## src/rtl/multdiv_iter.sv

```systemverilog
// Iterative signed multiplier (shift/add) and non-restoring divider over WIDTH bits.
// Define MULTDIV_ITER_BOOTH4_EN for a radix-4 modified Booth multiply (WIDTH/2 steps).
module multdiv_iter #(
    parameter int unsigned WIDTH = 32
) (
    input  logic             clock,
    input  logic             reset_n,
    input  logic             ctrl_MULT,
    input  logic             ctrl_DIV,
    input  logic [WIDTH-1:0] data_operandA,
    input  logic [WIDTH-1:0] data_operandB,
    output logic [WIDTH-1:0] data_result,
    output logic [WIDTH-1:0] data_remainder,
    output logic             data_exception,
    output logic             data_resultRDY,
    output logic             busy
);
    localparam int unsigned CW = $clog2(WIDTH) + 1;
`ifdef MULTDIV_ITER_BOOTH4_EN
    localparam logic [CW-1:0] MulLast = CW'(WIDTH / 2);
`else
    localparam logic [CW-1:0] MulLast  = CW'(WIDTH);
    localparam logic [CW-1:0] MulFinal = CW'(WIDTH - 1);
`endif
    localparam logic [CW-1:0]    DivLast = CW'(WIDTH);
    localparam logic [WIDTH-1:0] MinVal  = {1'b1, {(WIDTH-1){1'b0}}};

    typedef enum logic [1:0] {StIdle, StMult, StDiv, StDone} state_e;

    state_e           state_q, state_d;
    logic [CW-1:0]    cnt_q, cnt_d;
    logic [WIDTH-1:0] opa_q, opa_d;     // multiplicand, or divisor magnitude
    logic [WIDTH-1:0] lo_q, lo_d;       // multiplier/dividend bits out, product/quotient bits in
    logic [WIDTH+1:0] acc_q, acc_d;     // product high half, or signed partial remainder
    logic             neg_quo_q, neg_quo_d, neg_rem_q, neg_rem_d;
    logic             dz_q, dz_d, ovf_q, ovf_d;
    logic [WIDTH-1:0] result_q, result_d, rem_q, rem_d;
    logic             exc_q, exc_d;

    logic start_one, start_both;
    assign start_one  = ctrl_MULT ^ ctrl_DIV;
    assign start_both = ctrl_MULT & ctrl_DIV;

    logic [WIDTH-1:0] abs_a, abs_b;
    assign abs_a = data_operandA[WIDTH-1] ? ('0 - data_operandA) : data_operandA;
    assign abs_b = data_operandB[WIDTH-1] ? ('0 - data_operandB) : data_operandB;

    // One multiply step: next high half and next low half.
    logic [WIDTH+1:0] mul_acc;
    logic [WIDTH-1:0] mul_lo;
`ifdef MULTDIV_ITER_BOOTH4_EN
    logic             booth_q, booth_d;
    logic [WIDTH+1:0] b4_hi, b4_a, b4_pp, b4_sum;
    assign b4_hi = {{2{acc_q[WIDTH-1]}}, acc_q[WIDTH-1:0]};
    assign b4_a  = {{2{opa_q[WIDTH-1]}}, opa_q};
    always_comb begin
        b4_pp = '0;
        case ({lo_q[1:0], booth_q})
            3'b001, 3'b010: b4_pp = b4_a;
            3'b011:         b4_pp = b4_a << 1;
            3'b100:         b4_pp = '0 - (b4_a << 1);
            3'b101, 3'b110: b4_pp = '0 - b4_a;
            default:        b4_pp = '0;
        endcase
    end
    assign b4_sum  = b4_hi + b4_pp;
    assign mul_acc = {{2{b4_sum[WIDTH+1]}}, b4_sum[WIDTH+1:2]};
    assign mul_lo  = {b4_sum[1:0], lo_q[WIDTH-1:2]};
`else
    logic [WIDTH:0] m2_hi, m2_a, m2_pp, m2_sum;
    assign m2_hi = {acc_q[WIDTH-1], acc_q[WIDTH-1:0]};
    assign m2_a  = {opa_q[WIDTH-1], opa_q};
    // The multiplier sign bit carries weight -2^(WIDTH-1), so the last step subtracts.
    assign m2_pp   = !lo_q[0] ? '0 : ((cnt_q == MulFinal) ? ('0 - m2_a) : m2_a);
    assign m2_sum  = m2_hi + m2_pp;
    assign mul_acc = {{2{m2_sum[WIDTH]}}, m2_sum[WIDTH:1]};
    assign mul_lo  = {m2_sum[0], lo_q[WIDTH-1:1]};
`endif

    logic [WIDTH+1:0] dv_sh, dv_d, dv_new;
    logic [WIDTH-1:0] dv_rem;
    assign dv_sh  = {acc_q[WIDTH:0], lo_q[WIDTH-1]};
    assign dv_d   = {2'b00, opa_q};
    assign dv_new = acc_q[WIDTH+1] ? (dv_sh + dv_d) : (dv_sh - dv_d);
    // A negative final partial remainder needs one restoring add.
    assign dv_rem = acc_q[WIDTH+1] ? (acc_q[WIDTH-1:0] + opa_q) : acc_q[WIDTH-1:0];

    always_comb begin
        state_d   = state_q;
        cnt_d     = cnt_q;
        opa_d     = opa_q;
        lo_d      = lo_q;
        acc_d     = acc_q;
        neg_quo_d = neg_quo_q;
        neg_rem_d = neg_rem_q;
        dz_d      = dz_q;
        ovf_d     = ovf_q;
        result_d  = result_q;
        rem_d     = rem_q;
        exc_d     = exc_q;
`ifdef MULTDIV_ITER_BOOTH4_EN
        booth_d   = booth_q;
`endif
        if (start_one) begin
            cnt_d = '0;
            acc_d = '0;
            if (ctrl_MULT) begin
                state_d = StMult;
                opa_d   = data_operandA;
                lo_d    = data_operandB;
`ifdef MULTDIV_ITER_BOOTH4_EN
                booth_d = 1'b0;
`endif
            end else begin
                state_d   = StDiv;
                opa_d     = abs_b;
                lo_d      = abs_a;
                neg_quo_d = data_operandA[WIDTH-1] ^ data_operandB[WIDTH-1];
                neg_rem_d = data_operandA[WIDTH-1];
                dz_d      = (data_operandB == '0);
                ovf_d     = (data_operandA == MinVal) && (data_operandB == '1);
            end
        end else if (start_both) begin
            state_d = StIdle;
        end else begin
            unique case (state_q)
                StIdle: ;
                StDone: state_d = StIdle;
                StMult: begin
                    if (cnt_q == MulLast) begin
                        state_d  = StDone;
                        result_d = lo_q;
                        rem_d    = '0;
                        exc_d    = (acc_q[WIDTH-1:0] != {WIDTH{lo_q[WIDTH-1]}});
                    end else begin
                        cnt_d = cnt_q + CW'(1);
                        acc_d = mul_acc;
                        lo_d  = mul_lo;
`ifdef MULTDIV_ITER_BOOTH4_EN
                        booth_d = lo_q[1];
`endif
                    end
                end
                StDiv: begin
                    if (cnt_q == DivLast) begin
                        state_d  = StDone;
                        result_d = dz_q ? '0 : (neg_quo_q ? ('0 - lo_q) : lo_q);
                        rem_d    = dz_q ? '0 : (neg_rem_q ? ('0 - dv_rem) : dv_rem);
                        exc_d    = dz_q | ovf_q;
                    end else begin
                        cnt_d = cnt_q + CW'(1);
                        acc_d = dv_new;
                        lo_d  = {lo_q[WIDTH-2:0], ~dv_new[WIDTH+1]};
                    end
                end
                default: state_d = StIdle;
            endcase
        end
    end

    always_ff @(posedge clock or negedge reset_n) begin
        if (!reset_n) begin
            state_q   <= StIdle;
            cnt_q     <= '0;
            opa_q     <= '0;
            lo_q      <= '0;
            acc_q     <= '0;
            neg_quo_q <= 1'b0;
            neg_rem_q <= 1'b0;
            dz_q      <= 1'b0;
            ovf_q     <= 1'b0;
            result_q  <= '0;
            rem_q     <= '0;
            exc_q     <= 1'b0;
`ifdef MULTDIV_ITER_BOOTH4_EN
            booth_q   <= 1'b0;
`endif
        end else begin
            state_q   <= state_d;
            cnt_q     <= cnt_d;
            opa_q     <= opa_d;
            lo_q      <= lo_d;
            acc_q     <= acc_d;
            neg_quo_q <= neg_quo_d;
            neg_rem_q <= neg_rem_d;
            dz_q      <= dz_d;
            ovf_q     <= ovf_d;
            result_q  <= result_d;
            rem_q     <= rem_d;
            exc_q     <= exc_d;
`ifdef MULTDIV_ITER_BOOTH4_EN
            booth_q   <= booth_d;
`endif
        end
    end

    assign data_result    = result_q;
    assign data_remainder = rem_q;
    assign data_exception = exc_q;
    assign data_resultRDY = (state_q == StDone);
    assign busy           = (state_q == StMult) || (state_q == StDiv);
endmodule

```

## config.mk

```make
export PLATFORM = sky130hd
export DESIGN_NAME = multdiv_iter
export DESIGN_NICKNAME = d
export VERILOG_FILES = /design/src/rtl/multdiv_iter.sv
export SDC_FILE = /design/constraint.sdc
export NUM_CORES = 1
export LEC_CHECK = 0
export CAP_MARGIN = 10
export CORE_MARGIN = 3
export CORE_UTILIZATION = 47
export DETAILED_ROUTE_END_ITERATION = 16
export MAX_ROUTING_LAYER = met4
export PLACE_DENSITY = 0.79
export SETUP_SLACK_MARGIN = 0.05
export SYNTH_ARGS = -nofsm -noshare
export SYNTH_HDL_FRONTEND = slang
export SYNTH_SLANG_ARGS = --single-unit
```

## constraint.sdc

```tcl
create_clock -name clock -period 4.2 [get_ports clock]
set_input_delay 0.42 -clock clock [delete_from_list [all_inputs] [get_ports clock]]
set_output_delay 0.42 -clock clock [all_outputs]
set_load 0.01 [all_outputs]
```

Word-level counts from Yosys, hierarchy flattened
Cells that the tools add are included.
{"block": "classes", "n_addsub": 10, "multipliers": 0, "div_mod_pow": 0, "order_cmp": 0, "n_eq_ne": 15, "shift": 0, "mux": 40, "bitwise": 8, "n_reduce_logical": 13}
{"cell": "2-to-1 mux 32 bit", "count": 17}
{"cell": "case mux 32 bit (2 select lines)", "count": 3}
{"cell": "2-to-1 mux 34 bit", "count": 5}
{"cell": "subtractor 1 x 32 -> 32 bit (first input constant)", "count": 4}
{"cell": "case mux 34 bit (2 select lines)", "count": 1}
{"cell": "2-to-1 mux 33 bit", "count": 2}
{"cell": "equality test 32 bit (second input constant)", "count": 2}
{"cell": "adder 34 x 32 -> 34 bit", "count": 1}
{"cell": "subtractor 34 x 32 -> 34 bit", "count": 1}
{"cell": "adder 33 bit", "count": 1}
{"cell": "subtractor 1 x 32 -> 33 bit (first input constant)", "count": 1}
{"cell": "adder 32 bit", "count": 1}
{"cell": "zero test 32 bit", "count": 1}
{"cell": "inequality test 32 bit", "count": 1}
{"cell": "2-to-1 mux 6 bit", "count": 4}
{"cell": "2-to-1 mux 2 bit", "count": 4}
{"cell": "inequality test 2 bit (second input constant)", "count": 4}
{"cell": "adder 6 x 1 -> 6 bit (second input constant)", "count": 1}
{"cell": "equality test 6 x 5 -> 1 bit (second input constant)", "count": 1}
{"cell": "equality test 6 bit (second input constant)", "count": 1}
{"cell": "inequality test 3 bit (second input constant)", "count": 2}
{"cell": "AND reduction 5 bit", "count": 1}
{"cell": "equality test 2 bit (second input constant)", "count": 2}
{"cell": "inequality test 4 x 1 -> 1 bit (second input constant)", "count": 1}
{"cell": "other kinds (17)", "count": 24}
{"block": "word_totals", "ff_bits": 175, "latchBits": 0, "ramBits": 0, "rom_bits": 0, "input_bits": 68, "out_inout_bits": 67, "mem_count": 0}

Depth between registers and ports, before layout
Gate-level depths: netlist of run 1.
{"block": "logic_depth", "depth_word": 8, "ltp_mapped": 22, "depth_no_buf": 21}

Least setup slack after synthesis of run 1
Ideal clock, no wire load.
{"block": "synth_timing", "path_kind": "reg2reg", "start": "register acc_q[33]", "end": "register acc_q[23]", "setup_time_ns": 0.142, "t_arrival_ns": 4.499, "t_required_ns": 4.058, "setup_slack_ns": -0.441, "stages_incl_launch_ff": 22, "n_path_buf": 8, "synth_period_minus_slack_ns": 4.641, "path_cell_list": "dfrtp_1 -> buf_2 -> buf_2 -> buf_4 -> buf_2 -> buf_2 -> buf_2 -> buf_1 -> buf_1 -> nor2_1 -> xor2_1 -> ha_1 -> a211o_1 -> a211oi_1 -> o31a_1 -> o21ai_0 -> a21o_1 -> a21o_1 -> a2111oi_0 -> nor3_1 -> xnor2_1 -> o221ai_1"}
{"block": "synth_between", "elab_chain_cells": 5}
{"item": "start, declared", "line_no": "34", "rtl": "logic [WIDTH+1:0] acc_q, acc_d;"}
{"item": "start signal, assigned", "line_no": "167", "rtl": "acc_q <= '0;"}
{"item": "start signal, assigned", "line_no": "183", "rtl": "acc_q <= acc_d;"}
{"item": "2-to-1 mux 34 bit", "line_no": "84", "rtl": "assign dv_new = acc_q[WIDTH+1] ? (dv_sh + dv_d) : (dv_sh - dv_d);"}
{"item": "2-to-1 mux 34 bit", "line_no": "145", "rtl": "if (cnt_q == DivLast) begin"}
{"item": "case mux 34 bit (2 select lines)", "line_no": "126", "rtl": "unique case (state_q)"}
{"item": "2-to-1 mux 34 bit", "line_no": "123", "rtl": "end else if (start_both) begin"}
{"item": "2-to-1 mux 34 bit", "line_no": "104", "rtl": "if (start_one) begin"}
No other way between the ends. The select of a mux whose other input is x is not followed.
A chain may end at the register's enable or synchronous reset.

Worst setup path after layout of run 1
{"block": "layout_timing", "start": "register opa_q[2]", "end": "register acc_q[32]"}
{"block": "layout_between", "elab_chain_cells": 8, "word_cells_on_any_way": 12}
{"item": "start, declared", "line_no": "32", "rtl": "logic [WIDTH-1:0] opa_q, opa_d;"}
{"item": "start signal, assigned", "line_no": "181", "rtl": "opa_q <= opa_d;"}
{"item": "subtractor 1 x 32 -> 33 bit", "line_no": "74", "rtl": "assign m2_pp = !lo_q[0] ? '0 : ((cnt_q == MulFinal) ? ('0 - m2_a) : m2_a);"}
{"item": "2-to-1 mux 33 bit (2 in series)", "line_no": "74"}
{"item": "adder 33 bit", "line_no": "75", "rtl": "assign m2_sum = m2_hi + m2_pp;"}
{"item": "2-to-1 mux 34 bit", "line_no": "130", "rtl": "if (cnt_q == MulLast) begin"}
{"item": "case mux 34 bit (2 select lines) (*)", "line_no": "126"}
{"item": "2-to-1 mux 34 bit (*)", "line_no": "123"}
{"item": "2-to-1 mux 34 bit (*)", "line_no": "104"}
Mark *: on every way between the ends. The rest lies on a longest branch, timed or not. The select of a mux whose other input is x is not followed.

==> results_dict.tcl, run 1 <==
set metrics [dict create \
    grt_max_degree 125 \
    place_inst 3098 \
    final_cell_mix "nand2_1 (305), buf_4 (274), o21ai_0 (254), nor2_1 (181), dfrtp_1 (173)" \
    endpoint_kind "flip-flop" \
    htreeDepth 4 \
    reg2reg_depth 23 \
    hold_class "in2async" \
    critPathKind "reg2reg" \
    syn_nets 2523 \
    clk_latency_ns 0.48 \
    initial_core_util_pct 48.21 \
    cts_tree "done" \
    final_common_cell "nand2_1" \
    tightest_slew_ns 1.131 \
    num_rows 70 \
    violations "negative setup slack" \
    cts_root_buffer "clkbuf_16" \
    wl_per_cell_um 21.07 \
    p_leak_uw 0.009963 \
    final_util_pct 62.15 \
    async_flop_share_pct 100.0 \
    avgSynthCellArea_um2 7.611 \
    instances_no_fill 3165 \
    placed_area_um2 21300 \
    dr.pass1.iters 8 \
    power.density_nw_per_um2 612.7 \
    report.final.slew_viol_count 0 \
    drt_wl_total_um 66680 \
    ys.flop_type "dfrtp_1" \
    ys_types 90 \
    max-vdd-ir-drop_uv 370.1 \
    critPathMaxFanout 3 \
    relSlewSlack_pct 24.57 \
    setup_viol 10 \
    io_buffer_count 134 \
    grt_overflow 0 \
    finalCritPeriodShare_pct 104.2 \
    path_cells "nor3_2 > and3_1 > nand2_1 > or3_4 > nor2_4 > nand2_4 > nor4_4 > buf_4 > or3_4 > a21oi_2 > ha_1 > a21o_1 > a21o_1 > a21oi_2 > o21ai_2 > o2bb2ai_2 > a211oi_2 > buf_4 > o21ai_4 > a31oi_4 > xnor2_2 > o21ai_2 > a221oi_2" \
    ant_nets 0 \
    netlist_area_um2 17820 \
    drive_gt1_share_pct 19.52 \
    min_period_ns 4.377 \
    grt_pass1_wl_um 103300 \
    hold_buffers 0 \
    synth_edf_count 0 \
    whs_ns 0.08891 \
    area_growth_pct 28.92 \
    finClkSkew_ns 0.01743 \
    coreArea_um2 36960 \
    slowest_delay_ns 0.41 \
    fin_tns_setup_ns -0.7948 \
    place.gp.congestion 0.9933 \
    hold_violations 0 \
    die_x_um 200.7 \
    hpwlAfterDp_um 50090 \
    drv_cap 0 \
    nets 2828 \
    vias_per_cell 6.274 \
    ys_seq_elements 175 \
    die_h_um 200.7 \
    ys_warn_count 0 \
    cp_slowest_cell "dfrtp_2" \
    grt_pass1_vias 18440 \
    outcome "complete, but fails checks" \
    crit_required_ns 4.58 \
    r2r_slack_ns -0.18 \
    ys_seq_area_share_pct 24.58 \
    drc 0 \
    worstReg2RegEnd "acc_q[32]" \
    netlist_instances 2341 \
    cts_buffers 17 \
    final_area_um2 22970 \
    clock_path_buffers 2 \
    dieArea_um2 40280 \
    cts.sink_count 175 \
    antenna_found_initial 1 \
    crit-reg2reg-launch "opa_q[2]" \
    drt_iter0_drc 2093 \
    pin_count 135 \
    cts.reportedPaths.clkPinSlew_ns 0.08 \
    grt_setup_unrepaired "true" \
    crit_arrival_ns 4.75 \
    max_freq_mhz 228.5 \
    worst_slack_ns -0.1771 \
    worst_setup_path_start_kind "flip-flop" \
    gr-usage-all-layers_pct 32.67 \
    via_count 19860 \
]
-- stage by stage --
stage               total power, µW  setup slack (ns)
CTS                           13310           -0.2154
finish                        14070           -0.1771
global placement              11090           -0.3639
global route                  14970           -0.3229
floorplan                      8093           0.01869
detailed placement            11320           -0.3440
-- synth_stat cells, types with 20 or more instances --
master      n  area, µm²
a21o_1     48      360.4
a21oi_1   185      925.9
clkbuf_1  112      420.4
dfrtp_1   175       4379
ha_1      111       1389
inv_1      49      183.9
mux2_2     33      371.6
mux2i_1    46      460.4
nand2_1   308       1156
nand2b_1   21      131.4
nand3_1    37      185.2
nand4_1    24      150.1
nor2_1    189      709.4
nor2b_1    37      231.5
nor3_1     57      285.3
nor4_1     20      125.1
o21ai_0   281       1406
o31ai_1    36      270.3
or3_1      44      275.3
xnor2_1    68      595.6
xor2_1    131       1147
-- layout make-up --
class,count,area [µm²]
diodes,2,5.005
clock buffers,19,452.9
fillers,3209,13990
repair buffers,421,3590
multi-input cells,1980,13550
inverters,51,191.4
clock inverters,13,167.7
flip-flops and latches,175,4382
well taps,504,630.6
-- cell families (layout without fill, tap and decap cells) --
| family | count (synthesis) | in the layout | share of synthesized area (%) |
|---|---|---|---|
| AO/OA/AOI/OAI | 763 | 763 | 26.77 |
| XOR/XNOR | 200 | 200 | 9.908 |
| adder cells (fa/ha/maj) | 114 | 114 | 8.131 |
| buffers and inverters | 186 | 504 | 4.017 |
| flip-flops | 175 | 175 | 24.58 |
| multiplexers | 79 | 79 | 4.670 |
| other | 0 | 2 | 0 |
| AND/OR/NAND/NOR | 824 | 824 | 21.92 |
-- worst max-delay path by stage --
| stage | slack, ns | start | end | cells past startpoint |
|---|---|---|---|---|
| 6_report | -0.18 | opa_q[2] | acc_q[32] | 23 |
| 5_1_grt | -0.32 | opa_q[2] | acc_q[32] | 23 |
| 4_1_cts | -0.22 | opa_q[3] | acc_q[32] | 23 |
| 3_5_place_dp | -0.34 | opa_q[2] | acc_q[32] | 23 |
| 3_3_place_gp | -0.36 | opa_q[2] | acc_q[33] | 22 |
| 2_1_floorplan | 0.02 | acc_q[33] | acc_q[23] | 21 |
-- critical path: cells and delay by family (launching register included) --
kind,cells,cell delay [ns]
adder cells (fa/ha/maj),1,0.33
XOR/XNOR,1,0.15
buffers and inverters,2,0.36
AO/OA/AOI/OAI,11,1.61
AND/OR/NAND/NOR,8,1.39
flip-flops,1,0.41
-- where the power goes --
group	switching (µW)	total, µW	internal [µW]
sequential	645	2670	2030
combinational	5480	9670	4190
clock	798	1730	933
total	6920	14100	7160
-- what timing repair did --
action	CTS	global route
setup buffers	17	17
gates cloned	1	0
setup endpoints to repair	22	36
gates resized for setup	57	116
pin swaps	53	73
-- flip-flops by register name, indices dropped and copies added (netlist names) --
register / cells
opa_q: 32
acc_q: 34
state_q: 2
data_result: 32
neg_quo_q: 1
lo_q: 32
data_remainder: 32
neg_rem_q: 1
ovf_q: 1
dz_q: 1
cnt_q: 6
data_exception: 1
-- metal layers --
| layer | routed length (µm) | GRT usage, % |
|---|---|---|
| met1 | 28170 | 44.83 |
| met2 | 29630 | 49.15 |
| met3 | 6314 | 4.881 |
| met4 | 2567 | 11.77 |
| met5 | 0 | - |
Power figures use the tool's default switching activity.
==> run 2: changes to the inputs <==
- CORE_MARGIN: 3 -> unset
- CTS_CLUSTER_DIAMETER: unset -> 100
==> run 2 against run 1 <==
  * The flow still finishes with violations (negative setup slack)
  * Critical path depth shrank 2
  * Fmax fell by 0.21%
  * Wire length grew 1.5%
  * Setup slack worse by 0.0094 ns
  * Clock power down 8%
  * Sequential share of layout area down 0.35 points
  * Die area down 3.9%
  * Combinational power barely moved
  * Sequential power barely moved
  * Non-clock buffer count rose by 26
  * Largest cell class unchanged
==> results_dict.tcl, run 2 (synthesis gave the netlist of run 1 again) <==
set metrics [dict create \
    die_x_um 196.7 \
    initial_core_util_pct 48.21 \
    crit_arrival_ns 4.70 \
    cts_tree "done" \
    worst_slack_ns -0.1865 \
    tightest_slew_ns 1.337 \
    placed_area_um2 21380 \
    crit_top_cell "buf_6" \
    reg2reg_depth 21 \
    cts.sink_count 175 \
    ant_nets 0 \
    pre_cts_ws_ns -0.3377 \
    setup_viol 15 \
    outcome "complete, but fails checks" \
    place.gp.congestion 1.005 \
    final_cell_mix "nand2_1 (299), buf_4 (291), o21ai_0 (244), nor2_1 (178), dfrtp_1 (173)" \
    die_h_um 196.7 \
    max-vdd-ir-drop_uv 395.4 \
    wl_per_cell_um 21.23 \
    slowest_delay_ns 0.42 \
    num_rows 70 \
    critPathMaxFanout 4 \
    hold_violations 0 \
    grt_pass1_vias 18640 \
    drt_iter0_drc 2117 \
    cts_buffers 17 \
    largest_register_ffs 34 \
    antenna_found_initial 1 \
    worst_setup_path_start_kind "flip-flop" \
    nets 2854 \
    p_leak_uw 0.01014 \
    report.final.slew_viol_count 0 \
    relSlewSlack_pct 10.85 \
    vias_per_cell 6.203 \
    drv_cap 0 \
    crit_required_ns 4.51 \
    grt_overflow 0 \
    dr.pass1.iters 6 \
    gr-usage-all-layers_pct 35.48 \
    min_period_ns 4.386 \
    area_growth_pct 31.30 \
    hpwlAfterDp_um 50740 \
    critPathKind "reg2reg" \
    clk_latency_ns 0.47 \
    finClkSkew_ns 0.01544 \
    final_area_um2 23400 \
    pin_count 135 \
    whs_ns 0.04212 \
    place_inst 3106 \
    cts.reportedPaths.clkPinSlew_ns 0.07 \
    instances_no_fill 3189 \
    dieArea_um2 38690 \
    cp_slowest_cell "dfrtp_2" \
    io_buffer_count 134 \
    htreeDepth 4 \
    endpoint_kind "flip-flop" \
    power.density_nw_per_um2 609.4 \
    max_freq_mhz 228.0 \
    grt_setup_unrepaired "true" \
    fin_tns_setup_ns -1.202 \
    grt_max_degree 92 \
    final_common_cell "nand2_1" \
    finalCritPeriodShare_pct 104.4 \
    violations "negative setup slack" \
    path_cells "nor3_4 > and3_4 > nand2_4 > or3_4 > buf_6 > nor3_4 > buf_6 > buf_6 > nor2_2 > xor2_1 > ha_1 > buf_6 > a22o_1 > o31a_1 > o31ai_4 > buf_6 > a211oi_4 > o41ai_4 > buf_4 > xnor2_2 > o221ai_2" \
    drive_gt1_share_pct 21.57 \
    hold_class "in2async" \
    drc 0 \
    cts_root_buffer "clkbuf_16" \
    drt_wl_total_um 67710 \
    grt_pass1_wl_um 104100 \
    coreArea_um2 36960 \
    largest_register "acc_q" \
    via_count 19780 \
    clock_path_buffers 2 \
]
[run 2: cell count changes in the layout (fill, tap and decap cells not counted), sizes merged]
| cell | delta |
|---|---|
| diode | -1 |
| clkinvlp | +2 |
| inv | -2 |
| clkinv | -1 |
| bufinv | -2 |
| bufbuf | -1 |
| clkbuf | +2 |
| buf | +27 |
[run 2: through the flow]
stage	utilization, %	power (µW)
6_report	63.30	14260
5_1_grt	63.30	15130
4_1_cts	60.88	13310
3_5_place_dp	57.85	11370
3_3_place_gp	57.85	11170
2_1_floorplan	-	8093
[run 2: worst paths after layout]
kind                              startpoint                 to  slack [ns]
max                                 opa_q[2]          acc_q[30]       -0.19
max in group asynchronous            reset_n          acc_q[22]        3.10
min in group clock                 ctrl_MULT         state_q[0]        0.46
min reg2reg                data_remainder[7]  data_remainder[7]        0.48
min                                  reset_n           lo_q[17]        0.04
max reg2reg                         opa_q[2]          acc_q[30]       -0.19
[run 2: what timing repair did]
action,in CTS,in global routing
resized for setup,99,142
hold buffers,0,0
pin swaps,60,94
gates cloned,0,0
endpoints found under the setup margin,30,36
buffers inserted,23,28
[run 2: area by class of cell]
class	instances	area [µm²]
antenna	1	2.502
clock buffer	21	470.5
clock inverter	10	76.32
fill	3193	13560
inverter	51	191.4
multi-input combinational	1980	13810
sequential	175	4382
tap	504	630.6
timing repair buffer	447	3832
[run 2: report_power, final]
part	leakage, µW	switching (µW)	internal, µW
logic	0.00756	5650	4360
registers	0.00230	628	2030
clock network	0.000268	778	809
[run 2: critical path, delay by kind of cell (launching register included)]
family | cells | cell delay, ns
simple gates | 6 | 1.04
flops | 1 | 0.42
buf+inv | 6 | 0.89
xor+xnor | 2 | 0.27
compound gates | 6 | 1.29
fa+ha+maj | 1 | 0.32
[run 2: layer usage]
layer  vias to the layer above  track usage (%)  routed length, µm
li1                       9126                -                  -
met1                      9514            47.44              28910
met2                       989            54.75              30400
met3                       153            5.595               6353
met4                         0            11.66               2052
met5                         -                -                  0
